[src/rtl/freq_meas_if.sv]
// Handshake and result bus between the frequency-measurement sequencer and its consumer.
interface freq_meas_if #(
  parameter int unsigned WIDTH = 12
);
  logic             start;
  logic             cont;
  logic             ready;
  logic             busy;
  logic             valid;
  logic             err;
  logic [WIDTH-1:0] on_count;
  logic [WIDTH-1:0] off_count;
  logic [WIDTH-1:0] bnum;

  modport master (
    output start, cont, ready,
    input  busy, valid, err, on_count, off_count, bnum
  );

  modport slave (
    input  start, cont, ready,
    output busy, valid, err, on_count, off_count, bnum
  );
endinterface

[src/rtl/freq_meas_ctrl.sv]
// Measures one high/low cycle of an asynchronous input and converts the period into a
// frequency code with a restoring divider; results leave through a valid/ready handshake.
module freq_meas_ctrl #(
  parameter int unsigned WIDTH     = 12,
  parameter int unsigned NUM_W     = 24,
  parameter int unsigned NUMERATOR = 40960
) (
  input  logic        CLK,
  input  logic        RST_N,
  input  logic        IN,
  freq_meas_if.slave  bus
);

  localparam int unsigned PW = WIDTH + 1;
  localparam int unsigned RW = WIDTH + 2;
  localparam int unsigned CW = (NUM_W > 1) ? $clog2(NUM_W) : 1;

  localparam logic [2:0] S_IDLE = 3'd0;
  localparam logic [2:0] S_ARM  = 3'd1;
  localparam logic [2:0] S_HIGH = 3'd2;
  localparam logic [2:0] S_LOW  = 3'd3;
  localparam logic [2:0] S_DIV  = 3'd4;
  localparam logic [2:0] S_DONE = 3'd5;

  localparam logic [WIDTH-1:0] CNT_MAX = '1;

  logic [2:0]       state, state_nxt;
  logic             s_meta, s, p;
  logic             rise, fall;

  logic [WIDTH-1:0] on_q, on_nxt;
  logic [WIDTH-1:0] off_q, off_nxt;
  logic [WIDTH-1:0] bnum_q, bnum_nxt;
  logic             err_q, err_nxt;
  logic             busy_q, busy_nxt;
  logic             valid_q, valid_nxt;
  logic [RW-1:0]    rem_q, rem_nxt;
  logic [NUM_W-1:0] dvd_q, dvd_nxt;
  logic [CW-1:0]    it_q, it_nxt;

  logic [PW-1:0]    period;
  logic [RW-1:0]    trial;
  logic [RW-1:0]    rem_sub;
  logic             q_bit;
  logic [NUM_W-1:0] quo_fin;

  assign rise = s & ~p;
  assign fall = ~s & p;

  // Divider step: shift the next dividend bit into the partial remainder and try a subtract.
  assign period  = PW'(on_q) + PW'(off_q);
  assign trial   = {rem_q[RW-2:0], dvd_q[NUM_W-1]};
  assign q_bit   = (trial >= RW'(period));
  assign rem_sub = q_bit ? (trial - RW'(period)) : trial;
  assign quo_fin = {dvd_q[NUM_W-2:0], q_bit};

  always_ff @(posedge CLK) begin
    if (!RST_N) begin
      state <= S_IDLE;
    end else begin
      state <= state_nxt;
    end
  end

  always_comb begin
    state_nxt = state;
    on_nxt    = on_q;
    off_nxt   = off_q;
    bnum_nxt  = bnum_q;
    err_nxt   = err_q;
    rem_nxt   = rem_q;
    dvd_nxt   = dvd_q;
    it_nxt    = it_q;

    case (state)
      S_IDLE: begin
        if (bus.start) begin
          state_nxt = S_ARM;
          on_nxt    = '0;
          off_nxt   = '0;
          bnum_nxt  = '0;
          err_nxt   = 1'b0;
        end
      end

      S_ARM: begin
        if (rise) begin
          state_nxt = S_HIGH;
          on_nxt    = WIDTH'(1);
          off_nxt   = '0;
        end
      end

      S_HIGH: begin
        if (fall) begin
          state_nxt = S_LOW;
          off_nxt   = WIDTH'(1);
        end else if (s) begin
          if (on_q == CNT_MAX) begin
            state_nxt = S_DONE;
            err_nxt   = 1'b1;
            bnum_nxt  = '0;
          end else begin
            on_nxt = on_q + WIDTH'(1);
          end
        end
      end

      S_LOW: begin
        if (rise) begin
          state_nxt = S_DIV;
          rem_nxt   = '0;
          dvd_nxt   = NUM_W'(NUMERATOR);
          it_nxt    = '0;
        end else if (!s) begin
          if (off_q == CNT_MAX) begin
            state_nxt = S_DONE;
            err_nxt   = 1'b1;
            bnum_nxt  = '0;
          end else begin
            off_nxt = off_q + WIDTH'(1);
          end
        end
      end

      // Quotient bits shift into the dividend register as its bits are consumed.
      S_DIV: begin
        rem_nxt = rem_sub;
        dvd_nxt = quo_fin;
        it_nxt  = it_q + CW'(1);
        if (it_q == CW'(NUM_W - 1)) begin
          state_nxt = S_DONE;
          bnum_nxt  = (|quo_fin[NUM_W-1:WIDTH]) ? CNT_MAX : quo_fin[WIDTH-1:0];
        end
      end

      S_DONE: begin
        if (bus.ready) begin
          state_nxt = bus.cont ? S_ARM : S_IDLE;
          err_nxt   = 1'b0;
        end
      end

      default: begin
        state_nxt = S_IDLE;
      end
    endcase

    busy_nxt  = (state_nxt != S_IDLE);
    valid_nxt = (state_nxt == S_DONE);
  end

  // Input synchroniser, edge-detect flop and datapath registers.
  always_ff @(posedge CLK) begin
    if (!RST_N) begin
      s_meta  <= 1'b0;
      s       <= 1'b0;
      p       <= 1'b0;
      on_q    <= '0;
      off_q   <= '0;
      bnum_q  <= '0;
      err_q   <= 1'b0;
      busy_q  <= 1'b0;
      valid_q <= 1'b0;
      rem_q   <= '0;
      dvd_q   <= '0;
      it_q    <= '0;
    end else begin
      s_meta  <= IN;
      s       <= s_meta;
      p       <= s;
      on_q    <= on_nxt;
      off_q   <= off_nxt;
      bnum_q  <= bnum_nxt;
      err_q   <= err_nxt;
      busy_q  <= busy_nxt;
      valid_q <= valid_nxt;
      rem_q   <= rem_nxt;
      dvd_q   <= dvd_nxt;
      it_q    <= it_nxt;
    end
  end

  assign bus.busy      = busy_q;
  assign bus.valid     = valid_q;
  assign bus.err       = err_q;
  assign bus.on_count  = on_q;
  assign bus.off_count = off_q;
  assign bus.bnum      = bnum_q;

endmodule

[src/flat_wrapper.sv]
// flat-port wrapper written by rule: the top's interface ports become plain ports
module freq_meas_ctrl_flat 
#(
  parameter int unsigned WIDTH     = 12,
  parameter int unsigned NUM_W     = 24,
  parameter int unsigned NUMERATOR = 40960
)
  (CLK, RST_N, IN, bus_start, bus_cont, bus_ready, bus_busy, bus_valid, bus_err, bus_on_count, bus_off_count, bus_bnum);
  freq_meas_if #(.WIDTH(WIDTH)) bus_i ();
  input  logic CLK;
  input  logic RST_N;
  input  logic IN;
  input wire logic [$bits(bus_i.start)-1:0] bus_start;
  input wire logic [$bits(bus_i.cont)-1:0] bus_cont;
  input wire logic [$bits(bus_i.ready)-1:0] bus_ready;
  output wire logic [$bits(bus_i.busy)-1:0] bus_busy;
  output wire logic [$bits(bus_i.valid)-1:0] bus_valid;
  output wire logic [$bits(bus_i.err)-1:0] bus_err;
  output wire logic [$bits(bus_i.on_count)-1:0] bus_on_count;
  output wire logic [$bits(bus_i.off_count)-1:0] bus_off_count;
  output wire logic [$bits(bus_i.bnum)-1:0] bus_bnum;
  assign bus_i.start = bus_start;
  assign bus_i.cont = bus_cont;
  assign bus_i.ready = bus_ready;
  assign bus_busy = bus_i.busy;
  assign bus_valid = bus_i.valid;
  assign bus_err = bus_i.err;
  assign bus_on_count = bus_i.on_count;
  assign bus_off_count = bus_i.off_count;
  assign bus_bnum = bus_i.bnum;
  freq_meas_ctrl #(.WIDTH(WIDTH), .NUM_W(NUM_W), .NUMERATOR(NUMERATOR)) u_core (.CLK(CLK), .RST_N(RST_N), .IN(IN), .bus(bus_i));
endmodule
[config.mk]
export PLATFORM = sky130hd
export DESIGN_NAME = freq_meas_ctrl_flat
export DESIGN_NICKNAME = d
export VERILOG_FILES = /design/src/rtl/freq_meas_if.sv /design/src/rtl/freq_meas_ctrl.sv /design/src/flat_wrapper.sv
export SDC_FILE = /design/constraint.sdc
export NUM_CORES = 1
export LEC_CHECK = 0
export BUFFER_PORTS_ARGS = -buffer_cell sky130_fd_sc_hd__buf_2
export CAP_MARGIN = 25
export CORE_MARGIN = 4
export CORE_UTILIZATION = 44
export DETAILED_ROUTE_END_ITERATION = 6
export GPL_TIMING_DRIVEN = 0
export PLACE_DENSITY_LB_ADDON = 0.25
export REMOVE_ABC_BUFFERS = 1
export SYNTH_ARGS = -nofsm -noshare
export SYNTH_HDL_FRONTEND = slang
export SYNTH_SLANG_ARGS = --single-unit
[constraint.sdc]
create_clock -name CLK -period 3.7 [get_ports CLK]
set_clock_uncertainty 0.05 [all_clocks]
set_input_delay 0.185 -clock CLK [delete_from_list [all_inputs] [get_ports CLK]]
set_output_delay 0.185 -clock CLK [all_outputs]
set_load 0.02 [all_outputs]
# ---- After elaboration in Yosys (flattened, before gate mapping)
# Index checks and enable logic that the tools add are counted.
dict set report word_totals {
  output_inout_bits 39
  wordCells 108
  reg_bits 87
  in_bits 6
}
dict set report op_classes {
  n_lt_le_gt_ge 1
  n_reduce_logical 13
  n_mux 49
  n_addsub 5
  bitwise 4
  n_eq_ne 23
}
# cell n
set ops {}
lappend ops {{2-to-1 mux 12 bit} 18}
lappend ops {{one-hot mux 12 bit (4 select lines)} 2}
lappend ops {{one-hot mux 24 bit (2 select lines)} 1}
lappend ops {{one-hot mux 12 bit (3 select lines)} 1}
lappend ops {{2-to-1 mux 3 bit} 10}
lappend ops {{2-to-1 mux 13 bit} 2}
lappend ops {{one-hot mux 13 bit (2 select lines)} 1}
lappend ops {{adder 12 x 1 -> 12 bit, second input constant} 2}
lappend ops {{equality test 12 bit, second input constant} 2}
lappend ops {{2-to-1 mux 24 bit} 1}
lappend ops {{one-hot mux 3 bit (6 select lines)} 1}
lappend ops {{AND reduction 9 bit} 2}
lappend ops {{>= comparator 14 x 13 -> 1 bit} 1}
lappend ops {{!= test 2 x 1 -> 1 bit, second input constant} 7}
lappend ops {{!= test 2 bit, second input constant} 7}
lappend ops {{adder 12 x 12 -> 13 bit} 1}
lappend ops {{subtractor 13 bit} 1}
lappend ops {{nonzero test 4 bit} 3}
lappend ops {{OR reduction 12 bit} 1}
lappend ops {{one-hot mux 5 bit (2 select lines)} 1}
lappend ops {{equality test 3 bit, second input constant} 3}
lappend ops {{2-to-1 mux 1 bit} 9}
lappend ops {{AND reduction 7 bit} 1}
lappend ops {{equality test 3 x 2 -> 1 bit, second input constant} 2}
lappend ops {{other kinds (12)} 15}

# ---- Longest topological paths before layout
dict set report depth {
  ltp_word 6
  mapped_depth 16
  ltp_nobuf 16
}

# ---- Worst setup path after synthesis
# OpenSTA, ideal clock, no wires.
dict set report synth_timing {
  path_kind {register -> register}
  from {register u_core.on_q[2], in the netlist u_core.bus.on_count[2]}
  to {register u_core.rem_q[8]}
  setup_ns 0.117
  required_time_ns 3.533
  path_stages_with_launch 14
  slack_ns 0.001
  t_arrival_ns 3.532
  n_path_buf 0
  period_less_slack_ns 3.699
  path_cell_list {dfxtp_1 -> ha_1 -> nor2b_1 -> o21ai_1 -> a21boi_1 -> o41a_1 -> a221o_1 -> xnor2_1 -> ha_1 -> nand4_1 -> o31ai_4 -> a211o_1 -> or3_1 -> a32o_1}
}
dict set report synth_via {
  elab_chain_cells 4
  elab_cells_between_ends 5
  cone_classes {2 x add/sub; 1 x order compare; 2 x mux}
}
# element line_no
set synth_lines {}
lappend synth_lines {{from (decl)} freq_meas_ctrl.sv:31} ;# logic [WIDTH-1:0] on_q, on_nxt;
lappend synth_lines {{from (signal assigned)} freq_meas_ctrl.sv:172} ;# on_q <= on_nxt;
lappend synth_lines {{adder 12 x 12 -> 13 bit *} freq_meas_ctrl.sv:51} ;# assign period = PW'(on_q) + PW'(off_q);
lappend synth_lines {{subtractor 13 bit / >= comparator 14 x 13 -> 1 bit (equally long branches)} {freq_meas_ctrl.sv:54, freq_meas_ctrl.sv:53}}
lappend synth_lines {{2-to-1 mux 13 bit *} freq_meas_ctrl.sv:54} ;# assign rem_sub = q_bit ? (trial - RW'(period)) : trial;
lappend synth_lines {{one-hot mux 13 bit (2 select lines) *} freq_meas_ctrl.sv:75} ;# case (state)
lappend synth_lines {{to (signal assigned)} freq_meas_ctrl.sv:178} ;# rem_q <= rem_nxt;
lappend synth_lines {{to (decl)} freq_meas_ctrl.sv:37} ;# logic [RW-1:0] rem_q, rem_nxt;
# Mark *: on every way between the ends. The rest lies on a longest branch, timed or not.
# A chain may end at the register's enable or synchronous reset.

# ---- Worst setup path after layout
dict set report layout_timing {
  from {register u_core.on_q[0], in the netlist u_core.bus.on_count[0]}
  to {register u_core.rem_q[8]}
}
# Same word-level chain as after synthesis.

==> impl_metrics.ini <==
[status]
status = finished, violations left
violations = setup timing

[cts]
ctsHtreeMaxLevel = 3
clk_pin_slew_ns = 0.07
clockBufferDepth = 2
numCtsBuffers = 9
clock-sinks = 87
cts_tree = done
insertion_delay_ns = 0.35
clk_root_buffer_cell = clkbuf_16

[floorplanning]
die_h_um = 114
die_x_um = 114
initial_core_util_pct = 45.4
ios = 45
die-area_um2 = 13000
row_count = 38
core_um2 = 10900

[drt]
drtPass1Iterations = 4
drcViolationCount = 0
routed_wl_mm = 12.9
viasPerCell = 5.95
drt_iter0_markers = 330
wl_per_cell_um = 16.7
postRouteAntennaNets = 0
vias = 4606

[sta]
finalWorstSetupSlack_ns = -0.0937
period_share_pct = 103
post-route-min-period_ns = 3.79
drv_slew = 0
worst_slew_pin_slew_ns = 0.953
finalHoldViolCount = 0
timing.fmax_ghz = 0.264
relSlewSlack_pct = 36.1
whs_ns = 0.209
rsz0062_at_grt = true
setup_viol = 8

[pwr]
power_density_nw_per_um2 = 357
cellLeakagePower_nw = 2.34
peakVddDrop_uv = 306

[synth]
syn_inst = 580
seq_area_frac_synth_pct = 35.1
yosys_most_used_dff = dfxtp_1
synth-seq-cells = 87
ys_warn_count = 0
async_flop_share_pct = 0
ys_top_cells_by_area = dfxtp_1 35%, ha_1 7.1%, nor2_1 5.4%
netlist-cell-type-count = 78
synth_top_cell_area_share_pct = 35.1
syn_area_per_cell_um2 = 8.55
synth_edf_count = 0
synth_top_area_cell = dfxtp_1
netlist_area_um2 = 4960

[place]
hpwl_mm = 8.65
placed_cell_area_um2 = 5300
pre_cts_slack_ns = -0.758
gp_congestion = 0.883
port_buffers = 44

[grt]
grt-ovfl-total = 0
antenna_found_initial = 0
grt_pass1_wl_mm = 20.4
grt_use_total_pct = 19.1
grt_pass1_vias = 4284
grt_max_degree = 24

[critical_path]
cp_max_fo = 4
r2r_start = u_core.bus.on_count[0]$_SDFFE_PN0P_
r2r-end = u_core.rem_q[8]$_SDFFE_PN0P_
cp_top_family = compound AO/OA/AOI/OAI gates
critPathKind = flip-flop to flip-flop
cpMostUsedCell = ha_4
r2r_cells = 15
cp-start-kind = flip-flop
cp.buffers_inverters = 1
crit_path_end_kind = flip-flop
crit_path_max_incr_delay_ns = 0.41
rrSetupSlack_ns = -0.09
crit_chain = ha_4 -> inv_2 -> fa_2 -> nor2b_2 -> o21ai_2 -> a21boi_2 -> o41a_1 -> a221o_1 -> xnor2_2 -> ha_4 -> nand4_1 -> o31ai_4 -> a211o_4 -> or3_1 -> a32o_1
crit_slowest_cell = a221o_1
cp.arrival_ns = 3.98
crit_required_ns = 3.89

[layout]
finalNetCount = 665
antenna_cells = 0
drive_gt1_share_pct = 23.2
fin_util_pct = 54.7
finalInstanceArea_um2 = 5990
fill_cells = 1023
area_delta_synth_final_pct = 20.7

[hold_path]
hold_start = RST_N
hold_class = input pin to flip-flop
worst_hold_path.endpoint = u_core.dvd_q[0]$_SDFFE_PN0P_
hold_depth = 2

[job]
maxCapViolations = 0
==> stage by stage <==
step	cells	power (mW)	TNS, ns
floorplan	553	1.11	-13.90
global placement	737	1.17	-86.80
detailed placement	741	1.18	-7.50
CTS	768	2.12	0
global route	774	2.22	-1.78
finish	774	2.14	-0.400
==> worst max-delay path by stage <==
stage / from / endpoint / slack, ns / depth (start not counted)
after floorplan: u_core.state[2]$_SDFF_PN0_ / u_core.rem_q[9]$_SDFFE_PN0P_ / -0.74 / 5
after global placement: u_core.state[2]$_SDFF_PN0_ / u_core.rem_q[9]$_SDFFE_PN0P_ / -2.68 / 5
after detailed placement: u_core.bus.on_count[2]$_SDFFE_PN0P_ / u_core.rem_q[3]$_SDFFE_PN0P_ / -0.76 / 13
after CTS: u_core.bus.on_count[2]$_SDFFE_PN0P_ / u_core.rem_q[8]$_SDFFE_PN0P_ / 0.0003 / 13
after global routing: u_core.bus.off_count[0]$_SDFFE_PN0P_ / u_core.rem_q[9]$_SDFFE_PN0P_ / -0.21 / 16
final: u_core.bus.on_count[0]$_SDFFE_PN0P_ / u_core.rem_q[8]$_SDFFE_PN0P_ / -0.09 / 15
==> placed cells by master, fill, tap and decap left out, drive strengths merged, types with 3 or more instances in the layout <==
cell type and instances:
dfxtp 87, nor2 73, buf 64, nand2 43
a21oi 38, ha 28, o21ai 26, xor2 22
a22oi 22, nand3 22, o211ai 18, nand4 17
inv 15, and3 14, clkbuf 11, xnor2 10
a21o 10, nor3 9, nand2b 8, and2 8
a31oi 7, or3 6, o21a 6, o31ai 6
mux2i 5, nor4 5, nor2b 5, a311o 3
a32o 3, a41oi 3, o311ai 3
==> logic make-up after synthesis <==
| kind of cell | count (synthesis) | synth area share (%) |
|---|---|---|
| AOI/OAI and AO/OA | 167 | 24.1 |
| xor gates and xnor gates | 32 | 5.65 |
| adders and majority gates | 30 | 7.87 |
| buffers and inverters | 39 | 3.61 |
| DFF | 87 | 35.1 |
| muxes | 6 | 1.24 |
| and+or+nand+nor | 219 | 22.4 |
==> layout make-up <==
class | instances | area (µm²) | share of cell area [%]
inverter | 12 | 45.0 | 0.752
multi-input combinational | 454 | 3270 | 54.7
tap | 140 | 175 | 2.93
sequential | 87 | 1760 | 29.4
clock buffer | 11 | 253 | 4.22
clock inverter | 5 | 47.5 | 0.794
timing repair buffer | 65 | 434 | 7.25
==> report_power, final <==
| part | internal, mW | leakage (nW) | total, mW | switching [mW] |
|---|---|---|---|---|
| sequential | 0.942 | 0.707 | 0.956 | 0.0134 |
| clock | 0.507 | 0.147 | 0.916 | 0.410 |
| combinational | 0.103 | 1.49 | 0.265 | 0.162 |
==> state kept, by name (all words and copies together), names as in the netlist <==
register,count
u_core.dvd_q,24
u_core.rem_q,13
u_core.bus.bnum,12
u_core.bus.off_count,12
u_core.bus.on_count,12
u_core.it_q,5
u_core.state,3
u_core.bus.busy,1
u_core.bus.err,1
u_core.bus.valid,1
u_core.p,1
u_core.s,1
u_core.s_meta,1
==> cells in the mapped netlist, types with 10 or more instances <==
cell type / number
a21oi_1: 34
a22oi_1: 22
and3_1: 13
clkbuf_1: 12
dfxtp_1: 87
ha_1: 28
inv_1: 10
nand2_1: 42
nand3_1: 22
nand4_1: 14
nor2_1: 71
o211ai_1: 18
o21ai_0: 18
xnor2_1: 10
xor2_1: 22
==> routing by layer <==
metal  track usage (%)  vias up  part of all wire (%)
met5                 0        -                     0
met4              4.83        0                   2.0
met3              4.70       19                   5.1
met2              32.2      106                    49
met1              24.6     2238                    44
li1                  -     2243                     -
==> timing repair <==
item | in CTS | in global routing
endpoints found under the hold margin | 1 | 0
pin swaps | 4 | 28
gates cloned | 0 | 0
setup endpoints to repair | 15 | 15
buffers inserted | 10 | 6
resized for setup | 18 | 39
hold buffers | 1 | 0
(Power assumes the default switching activity.)
